[config.mk]
export PLATFORM = sky130hd
export DESIGN_NAME = a2d_spi_master_flat
export DESIGN_NICKNAME = d
export VERILOG_FILES = /design/src/rtl/a2d_spi_master_if.sv /design/src/rtl/a2d_spi_master.sv /design/src/flat_wrapper.sv
export SDC_FILE = /design/constraint.sdc
export NUM_CORES = 1
export LEC_CHECK = 0
export BUFFER_PORTS_ARGS = -buffer_cell sky130_fd_sc_hd__clkbuf_2
export CORE_MARGIN = 4
export CORE_UTILIZATION = 50
export CTS_CLUSTER_DIAMETER = 150
export DETAILED_ROUTE_END_ITERATION = 8
export HOLD_SLACK_MARGIN = 0.12
export PLACE_DENSITY = 0.7
export SLEW_MARGIN = 0
export SYNTH_ARGS = -nofsm -noshare
export SYNTH_HDL_FRONTEND = slang
export SYNTH_SLANG_ARGS = --single-unit
[constraint.sdc]
create_clock -name clk -period 2.5 [get_ports clk]
set_clock_uncertainty 0.1 [all_clocks]
set_input_delay 0.375 -clock clk [delete_from_list [all_inputs] [get_ports clk]]
set_output_delay 0.375 -clock clk [all_outputs]
set_load 0.05 [all_outputs]
[src/rtl/a2d_spi_master_if.sv]
// Request/result handshake with the motion controller plus the SPI pins to the ADC128S.
// The master modport is the converter's view; slave is the controller/ADC side.
interface a2d_spi_master_if;
  logic        strt_cnv;
  logic [2:0]  chnnl;
  logic        cnv_cmplt;
  logic [11:0] res;
  logic        a2d_SS_n;
  logic        SCLK;
  logic        MOSI;
  logic        MISO;

  modport master (
    input  strt_cnv, chnnl, MISO,
    output cnv_cmplt, res, a2d_SS_n, SCLK, MOSI
  );

  modport slave (
    output strt_cnv, chnnl, MISO,
    input  cnv_cmplt, res, a2d_SS_n, SCLK, MOSI
  );
endinterface

[src/rtl/a2d_spi_master.sv]
// A2D conversion engine: two 16-bit SPI frames to an ADC128S at clk/32, the second
// frame's low 12 bits become the published result.
module a2d_spi_master (
  input  logic              clk,
  input  logic              rst_n,
  a2d_spi_master_if.master  bus
);

  typedef enum logic [2:0] {IDLE, FRAME1, GAP, FRAME2, DONE} state_t;

  state_t      state_r, state_s;
  logic [2:0]  chnnl_r, chnnl_s;
  logic [15:0] tx_r, tx_s;
  logic [15:0] rx_r, rx_s;
  logic [4:0]  div_r, div_s;
  logic [4:0]  bit_cnt_r, bit_cnt_s;
  logic        ss_n_r, ss_n_s;
  logic        sclk_r, sclk_s;
  logic        cmplt_r, cmplt_s;
  logic [11:0] res_r, res_s;
  logic [4:0]  div_inc_s;

  assign div_inc_s     = div_r + 5'd1;
  assign bus.a2d_SS_n  = ss_n_r;
  assign bus.SCLK      = sclk_r;
  assign bus.MOSI      = tx_r[15];
  assign bus.cnv_cmplt = cmplt_r;
  assign bus.res       = res_r;

  // State and datapath registers; every output comes straight from a flop.
  always_ff @(posedge clk or negedge rst_n) begin
    if (!rst_n) begin
      state_r   <= IDLE;
      chnnl_r   <= 3'd0;
      tx_r      <= 16'h0000;
      rx_r      <= 16'h0000;
      div_r     <= 5'b10110;
      bit_cnt_r <= 5'd0;
      ss_n_r    <= 1'b1;
      sclk_r    <= 1'b1;
      cmplt_r   <= 1'b0;
      res_r     <= 12'h000;
    end else begin
      state_r   <= state_s;
      chnnl_r   <= chnnl_s;
      tx_r      <= tx_s;
      rx_r      <= rx_s;
      div_r     <= div_s;
      bit_cnt_r <= bit_cnt_s;
      ss_n_r    <= ss_n_s;
      sclk_r    <= sclk_s;
      cmplt_r   <= cmplt_s;
      res_r     <= res_s;
    end
  end

  // Next-state and next-register values for the conversion sequence.
  always_comb begin
    state_s   = state_r;
    chnnl_s   = chnnl_r;
    tx_s      = tx_r;
    rx_s      = rx_r;
    div_s     = div_r;
    bit_cnt_s = bit_cnt_r;
    ss_n_s    = ss_n_r;
    sclk_s    = sclk_r;
    cmplt_s   = cmplt_r;
    res_s     = res_r;

    case (state_r)
      IDLE: begin
        ss_n_s = 1'b1;
        sclk_s = 1'b1;
        if (bus.strt_cnv) begin
          chnnl_s = bus.chnnl;
          tx_s    = {2'b00, bus.chnnl, 11'h000};
          div_s   = 5'd22;
          cmplt_s = 1'b0;
          ss_n_s  = 1'b0;
          state_s = FRAME1;
        end else begin
          state_s = IDLE;
        end
      end

      FRAME1, FRAME2: begin
        div_s  = div_inc_s;
        sclk_s = div_inc_s[4];
        // The first fall of a frame leaves bit 15 on MOSI for the first rise.
        if ((div_r == 5'd31) && (bit_cnt_r != 5'd0)) begin
          tx_s = {tx_r[14:0], 1'b0};
        end else begin
          tx_s = tx_r;
        end
        if (div_r == 5'd15) begin
          rx_s      = {rx_r[14:0], bus.MISO};
          bit_cnt_s = bit_cnt_r + 5'd1;
        end else begin
          rx_s      = rx_r;
        end
        if ((bit_cnt_r == 5'd16) && (div_inc_s == 5'd30)) begin
          ss_n_s    = 1'b1;
          sclk_s    = 1'b1;
          bit_cnt_s = 5'd0;
          state_s   = (state_r == FRAME1) ? GAP : DONE;
        end else begin
          ss_n_s    = 1'b0;
        end
      end

      GAP: begin
        // Divider runs 30 -> 31 -> reload, giving exactly two clocks of SS_n high.
        div_s  = div_inc_s;
        ss_n_s = 1'b1;
        sclk_s = 1'b1;
        if (div_r == 5'd31) begin
          tx_s    = {2'b00, chnnl_r, 11'h000};
          div_s   = 5'd22;
          ss_n_s  = 1'b0;
          state_s = FRAME2;
        end else begin
          state_s = GAP;
        end
      end

      DONE: begin
        ss_n_s  = 1'b1;
        sclk_s  = 1'b1;
        res_s   = rx_r[11:0];
        cmplt_s = 1'b1;
        state_s = IDLE;
      end

      default: begin
        ss_n_s  = 1'b1;
        sclk_s  = 1'b1;
        state_s = IDLE;
      end
    endcase
  end

endmodule

[src/flat_wrapper.sv]
// flat-port wrapper written by rule: the top's interface ports become plain ports
module a2d_spi_master_flat 
  (clk, rst_n, bus_strt_cnv, bus_chnnl, bus_MISO, bus_cnv_cmplt, bus_res, bus_a2d_SS_n, bus_SCLK, bus_MOSI);
  a2d_spi_master_if bus_i ();
  input  logic clk;
  input  logic rst_n;
  input wire logic [$bits(bus_i.strt_cnv)-1:0] bus_strt_cnv;
  input wire logic [$bits(bus_i.chnnl)-1:0] bus_chnnl;
  input wire logic [$bits(bus_i.MISO)-1:0] bus_MISO;
  output wire logic [$bits(bus_i.cnv_cmplt)-1:0] bus_cnv_cmplt;
  output wire logic [$bits(bus_i.res)-1:0] bus_res;
  output wire logic [$bits(bus_i.a2d_SS_n)-1:0] bus_a2d_SS_n;
  output wire logic [$bits(bus_i.SCLK)-1:0] bus_SCLK;
  output wire logic [$bits(bus_i.MOSI)-1:0] bus_MOSI;
  assign bus_i.strt_cnv = bus_strt_cnv;
  assign bus_i.chnnl = bus_chnnl;
  assign bus_i.MISO = bus_MISO;
  assign bus_cnv_cmplt = bus_i.cnv_cmplt;
  assign bus_res = bus_i.res;
  assign bus_a2d_SS_n = bus_i.a2d_SS_n;
  assign bus_SCLK = bus_i.SCLK;
  assign bus_MOSI = bus_i.MOSI;
  a2d_spi_master u_core (.clk(clk), .rst_n(rst_n), .bus(bus_i));
endmodule
==> results of run 1 <==
==> flip-flops by register name (all words and copies together), names as in the netlist <==
name,flops
u_core.bus.res,12
u_core.bus.SCLK,1
u_core.tx_r,5
u_core.bus.a2d_SS_n,1
u_core.div_r,5
u_core.bit_cnt_r,5
u_core.state_r,3
u_core.chnnl_r,3
u_core.bus.cnv_cmplt,1
u_core.rx_r,12
==> cell type report <==
type                            count  area, um^2
Clock buffer                        5        68.8
Clock inverter                      3        26.3
Fill cell                         374        1830
Inverter                            9        33.8
Multi-Input combinational cell    126        1040
Sequential cell                    48        1210
Tap cell                           52        65.1
Timing Repair Buffer               27         150
==> worst paths after layout <==
path | startpoint | end | slack (ns) | cells after the start
max | u_core.div_r[1]$_DFFE_PN1P_ | u_core.tx_r[11]$_DFFE_PN0P_ | 0.17 | 8
min | bus_MISO | u_core.rx_r[0]$_DFFE_PN0P_ | 0.23 | 2
max reg2reg | u_core.div_r[1]$_DFFE_PN1P_ | u_core.tx_r[11]$_DFFE_PN0P_ | 0.17 | 8
min reg2reg | u_core.bus.res[8]$_DFFE_PN0P_ | u_core.bus.res[8]$_DFFE_PN0P_ | 0.41 | 1
max in group asynchronous | rst_n | u_core.bus.SCLK$_DFF_PN1_ | 1.06 | 3
min in group asynchronous | rst_n | u_core.tx_r[15]$_DFFE_PN0P_ | 0.53 | 2
==> cells by family after synthesis <==
logic type      count (synthesis)
flops                          48
simple gates                   47
compound gates                 38
mux                            33
buf+inv                        15
fa+ha+maj                       7
xor+xnor                        1
==> per-layer routing <==
layer	vias to the layer above	part of all wire (%)
met1	772	42
met2	31	53
met3	6	3.6
met5	-	0
li1	732	-
met4	0	1.2
==> per-stage QoR <==
step	setup WS [ns]	cell area, um^2	std cells	power, mW	hold slack [ns]
2_1_floorplan	0.386	2310	189	1.23	-0.0206
3_3_place_gp	0.248	2480	261	1.31	0.337
3_5_place_dp	0.191	2480	261	1.33	0.340
4_1_cts	0.159	2590	270	1.82	0.221
5_1_grt	0.0233	2590	270	1.90	0.207
6_report	0.175	2590	270	1.79	0.227
==> where the power goes <==
part	internal (mW)	total, mW	switching, mW
sequential	0.911	1.01	0.100
clock	0.206	0.480	0.274
combinational	0.135	0.302	0.166
==> critical path: stages, from the launching register on <==
cell and delay, ns:
dfstp_2 0.58, ha_1 0.21, nand3_1 0.13, inv_1 0.10
ha_1 0.18, nor2b_1 0.08, o21ba_2 0.22, a21boi_4 0.24
mux2_2 0.37
==> cells in the final DEF, fill, tap and decap left out, types with 2 or more instances in the layout <==
master,count
dfrtp_1,43
mux2_2,31
clkbuf_2,22
o21ai_0,12
inv_1,9
nor2_1,9
nand2_1,7
ha_1,7
nor2b_1,6
a21oi_1,6
nand3_1,5
clkbuf_8,5
dfstp_2,5
buf_4,4
nand2b_1,3
a211oi_1,2
and3_1,2
nor3_1,2
a31oi_1,2
mux2i_1,2
a22oi_1,2
inv_6,2
==> what timing repair did <==
item / in CTS / in global routing
hold buffers: 1 / 0
hold endpoints to repair: 26 / 0
resized for setup: 0 / 0
setup buffers: 0 / 0
==> results.md, run 1 <==
- Status: finished, final reports clean
- Final setup vio count: 0
- Grt total ovfl: 0
- Vias/cell: ~5.7
- P per Cell Area: 693 nW/um^2
- # port buffers: 22
- Max H-tree Level: 2
- Maximum vdd drop: ~0.00042 V
- Routability cong.: slightly above 0.8
- Cell area after synthesis: 2310 um^2
- Ant diodes: 0
- Final Cycle Share: 93.0%
- DR pass1 iterations: 5
- Chip height: 76.0 um
- HPWL Detailed: 3.07 mm
- Worst rel slew slack: 55.8%
- Clk Latency, worst-skew pair: around 0.3 ns
- Syn_nets: 203
- Max clock buf depth: 2
- Max Fclk: ~0.43 GHz
- Site Rows: 24
- Total vias in the final route: around 1500
- CTS sink cnt: between 40 and 50
- CTS Root Cell: clkbuf_8
- Crit-path max FO: 6
- Count of cell types in the netlist: 49
- Synth top area share: between 40% and 50%
- Final core occ: ~59%
- Die ar.: 5770 um^2
- Count leader, synth: dfrtp_1
- Final nets: 231
- Post-Synthesis Cells: 189
- Drt total wl: 4.15 mm
- Synth-to-Final Area Change: 12.0%
- Met1 Use GR: between 10% and 20%
- Ranking of synthesized cells by area: dfrtp_1 (47%), mux2_2 (15%), dfstp_2 (5.7%), ha_1 (3.8%), o21ai_0 (2.6%)
- # DRC: 0
- Setup CP Type: reg2reg
- Critical path capture point type: flip-flop
- Post-synthesis xor/xnor area fraction: less than 1%
- Vias in the first global route: between 1500 and 2000
- Prevailing post-synth register cell: dfrtp_1
- Share of layout cells above drive strength 1: 37.6%
- Synth Register Bits: 48
- Final hold violations: 0
- Synth Area in Adders: approximately 3.8%
- Seq/Total Area, Yosys: 52.2%
- Hold/Removal Path Class: in2reg
- GRT met2 Usage: a little over a quarter
- Max-cap violations: 0
- Tmin final: around 2.3 ns
- Fin. max-slew vios: 0
- Initial antenna violation count: 0
- Setup TNS: 0 ns
- Yosys top cell by area: dfrtp_1
- Mux cell area share after synthesis: 16.0%
- Unrepaired setup endpoints after global routing: false
- Pin count of the biggest net entering global routing: 29
- Leak pwr: 1.26 nW
- Core ar.: around 4400 um^2
- Post-synth EDFFs: 0
- Iteration-0 DRC Markers: 78
- Initial Util: between 50% and 60%
- DR WL/cell: 15.4 um
- Critical path required time: around 2.6 ns
- Critical path data arrival time: 2.42 ns
- Antenna Nets Post-Route: 0
- CTS Buf Count: 5
- I/O pin total: 23
- Worst-path clk slew: about 0.090 ns
- CP Launch Type: flip-flop
- Post-synth top cells: dfrtp_1 (43), mux2_2 (31), o21ai_0 (12)
- Simple-Gate Fraction of Synth Area: 12.3%
- Slew @ Worst Pin: 0.664 ns
- Gr usage total: 15.5%
- Compound-gate portion of the synthesized area: between 10% and 20%
- Synth Warn #: 0
- Largest family of logic cells by synthesized area: multiplexers
- Met3 Usage GRT: 3.78%
- Global route hottest layer: met2
- Global-route wire length before repair: ~7.4 mm
- Async SR Flop Fraction: 100%
- Mean post-synth cell area: 12.2 um^2
- CTS tree: yes
- Die width: 76.0 um
No activity file was read; power rests on OpenSTA's default activity.
==> inputs of run 2 (changes only) <==
--- a/config.mk
+++ b/config.mk
@@ -6,12 +6,14 @@
 export NUM_CORES = 1
 export LEC_CHECK = 0
 export BUFFER_PORTS_ARGS = -buffer_cell sky130_fd_sc_hd__clkbuf_2
+export CELL_PAD_IN_SITES_DETAIL_PLACEMENT = 1
+export CELL_PAD_IN_SITES_GLOBAL_PLACEMENT = 1
 export CORE_MARGIN = 4
-export CORE_UTILIZATION = 50
+export CORE_UTILIZATION = 47
 export CTS_CLUSTER_DIAMETER = 150
 export DETAILED_ROUTE_END_ITERATION = 8
 export HOLD_SLACK_MARGIN = 0.12
-export PLACE_DENSITY = 0.7
+export PLACE_DENSITY = 0.79
 export SLEW_MARGIN = 0
 export SYNTH_ARGS = -nofsm -noshare
 export SYNTH_HDL_FRONTEND = slang
==> constraint.sdc (replaced) <==
create_clock -name clk -period 2.31 [get_ports clk]
set_clock_uncertainty 0.1 [all_clocks]
set_input_delay 0.3465 -clock clk [delete_from_list [all_inputs] [get_ports clk]]
set_output_delay 0.3465 -clock clk [all_outputs]
set_load 0.05 [all_outputs]
==> run 2 against run 1 <==
Combinational power grew 17%. Total power grew 11%. Critical path type unchanged. Global-route usage up 2.8 points. Sequential share of layout area decreased by 1.4 points.
==> results.md, run 2 (synthesized netlist as in run 1, its figures left out) <==
- Status: finished, final reports clean
- Pin count of the biggest net entering global routing: 49
- Initial Util: 48.6%
- Final nets: between 200 and 250
- Max-cap violations: 0
- Post-Place Cells: 278
- Unrepaired setup endpoints after global routing: false
- Critical path's top delay family: flip-flops
- Grt total ovfl: 0
- Slew @ Worst Pin: around 0.52 ns
- Vias/cell: 5.44
- Share of layout cells above drive strength 1: 40.5%
- Setup CP Type: reg2reg
- Ant diodes: 0
- Site Rows: 25
- Iteration-0 DRC Markers: 91
- # DRC: 0
- CTS tree: yes
- Synth-to-Final Area Change: 15.6%
- HPWL Detailed: 3.53 mm
- Chip height: slightly below 80 um
- Hold/Removal Path Class: in2reg
- Post-Layout Cell Count: 289
- Area after DPL: 2530 um^2
- DR pass1 iterations: 4
- P per Cell Area: 743 nW/um^2
- Die ar.: 6100 um^2
- Max clock buf depth: 2
- # port buffers: 22
- Clk Latency, worst-skew pair: roughly 0.3 ns
- Max H-tree Level: 2
- Flop-to-flop setup slack: 0.14 ns
- CP max stage delay: 0.57 ns
- Fill cell count: between 500 and 600
- Reg-to-reg endpoint: u_core.tx_r[12]$_DFFE_PN0P_
- Global-route wire length before repair: 8.73 mm
- Setup ws final: 0.140 ns
- Launching point of the worst reg2reg path: u_core.div_r[1]$_DFFE_PN1P_
- Core ar.: between 4000 and 5000 um^2
- Design Power: 1.99 mW
- Buf+Inv Stages, Crit Path: 1
- I/O pin total: 23
- Worst-path clk slew: roughly 0.090 ns
- Most common cell after layout, fill and taps aside: dfrtp_1
- Critical path data arrival time: 2.27 ns
- Final hold violations: 0
- CTS sink cnt: 48
- Drt total wl: 5.01 mm
- Vias in the first global route: 1776
- CTS Root Cell: clkbuf_8
- Leak pwr: 1.28 nW
- Die width: 78.1 um
- Critical path required time: 2.41 ns
- Slowest CP cell: dfstp_2
- Tmin final: 2.17 ns
- Final setup vio count: 0
- Worst-path cell chain: ha_4 -> nand3_2 -> inv_2 -> ha_2 -> nor2b_1 -> o21ba_2 -> a21boi_4 -> mux2_2
- CP Launch Type: flip-flop
- Fin. max-slew vios: 0
- Worst slack at placement: -0.00555 ns
- DR WL/cell: 17.3 um
- Commonest non-fill, non-tap cells in the layout: dfrtp_1 (43), mux2_2 (31), clkbuf_2 (22)
- Initial antenna violation count: 0
- Routability cong.: just under 0.8
- Crit path to: u_core.tx_r[12]$_DFFE_PN0P_
- Reg2reg path depth: 8
- Crit-path max FO: 5
- Worst rel slew slack: 65.4%
- Gr usage total: roughly 18%
- CTS Buf Count: 5
- Critical path capture point type: flip-flop
- Antenna Nets Post-Route: 0
- Total vias in the final route: 1571
- Post-route cell area: 2670 um^2
- Maximum vdd drop: between 0.0004 and 0.0005 V
- Final Cycle Share: 93.9%
- Crit path launch: u_core.div_r[1]$_DFFE_PN1P_
- Max Fclk: 0.461 GHz
- Critical Path Stages: 8
run 2: routing by layer:
| metal | GRT usage (%) | vias up | share of wire, % |
|---|---|---|---|
| li1 | - | 731 | - |
| met4 | 6.99 | 0 | 2.6 |
| met1 | 21.9 | 799 | 42 |
| met3 | 4.36 | 13 | 2.7 |
| met2 | 31.8 | 28 | 53 |
| met5 | 0 | - | 0 |
run 2: through the flow:
step | setup TNS [ns] | hold slack, ns | util (%)
after CTS | 0 | 0.183 | 55.9
after floorplan | 0 | -0.0491 | -
after detailed placement | -0.00555 | 0.261 | 53.2
after global placement | 0 | 0.252 | 53.2
after global routing | 0 | 0.182 | 56.2
final | 0 | 0.185 | 56.2
run 2: worst min path at each step:
stage	start	to	slack [ns]	cells after the start
after floorplan	rst_n	u_core.bit_cnt_r[0]$_DFFE_PN0P_	-0.05	0
after CTS	bus_MISO	u_core.rx_r[0]$_DFFE_PN0P_	0.18	2
after detailed placement	rst_n	u_core.bit_cnt_r[0]$_DFFE_PN0P_	0.26	2
final	bus_MISO	u_core.rx_r[0]$_DFFE_PN0P_	0.19	2
after global placement	rst_n	u_core.div_r[3]$_DFFE_PN0P_	0.25	2
after global routing	bus_MISO	u_core.rx_r[0]$_DFFE_PN0P_	0.18	2
run 2: report_power, final:
group / internal (mW) / switching, mW / total (mW)
Clock: 0.245 / 0.287 / 0.532
Combinational: 0.151 / 0.201 / 0.353
Sequential: 0.987 / 0.115 / 1.10
Total: 1.38 / 0.603 / 1.99
run 2: timing repair:
| item | CTS | global route |
|---|---|---|
| hold buffers | 1 | 0 |
| endpoints found under the setup margin | 3 | 5 |
| gates resized for setup | 2 | 3 |
| pin swaps | 1 | 1 |
| setup buffers | 2 | 0 |
| endpoints found under the hold margin | 43 | 0 |
run 2: final cells by class:
class | count | area, um^2 | area share [%]
Inverter | 9 | 33.8 | 1.26
Multi-Input combinational cell | 126 | 1060 | 39.6
Clock inverter | 2 | 13.8 | 0.515
Clock buffer | 6 | 82.6 | 3.09
Sequential cell | 48 | 1210 | 45.2
Tap cell | 67 | 83.8 | 3.14
Timing Repair Buffer | 31 | 193 | 7.21
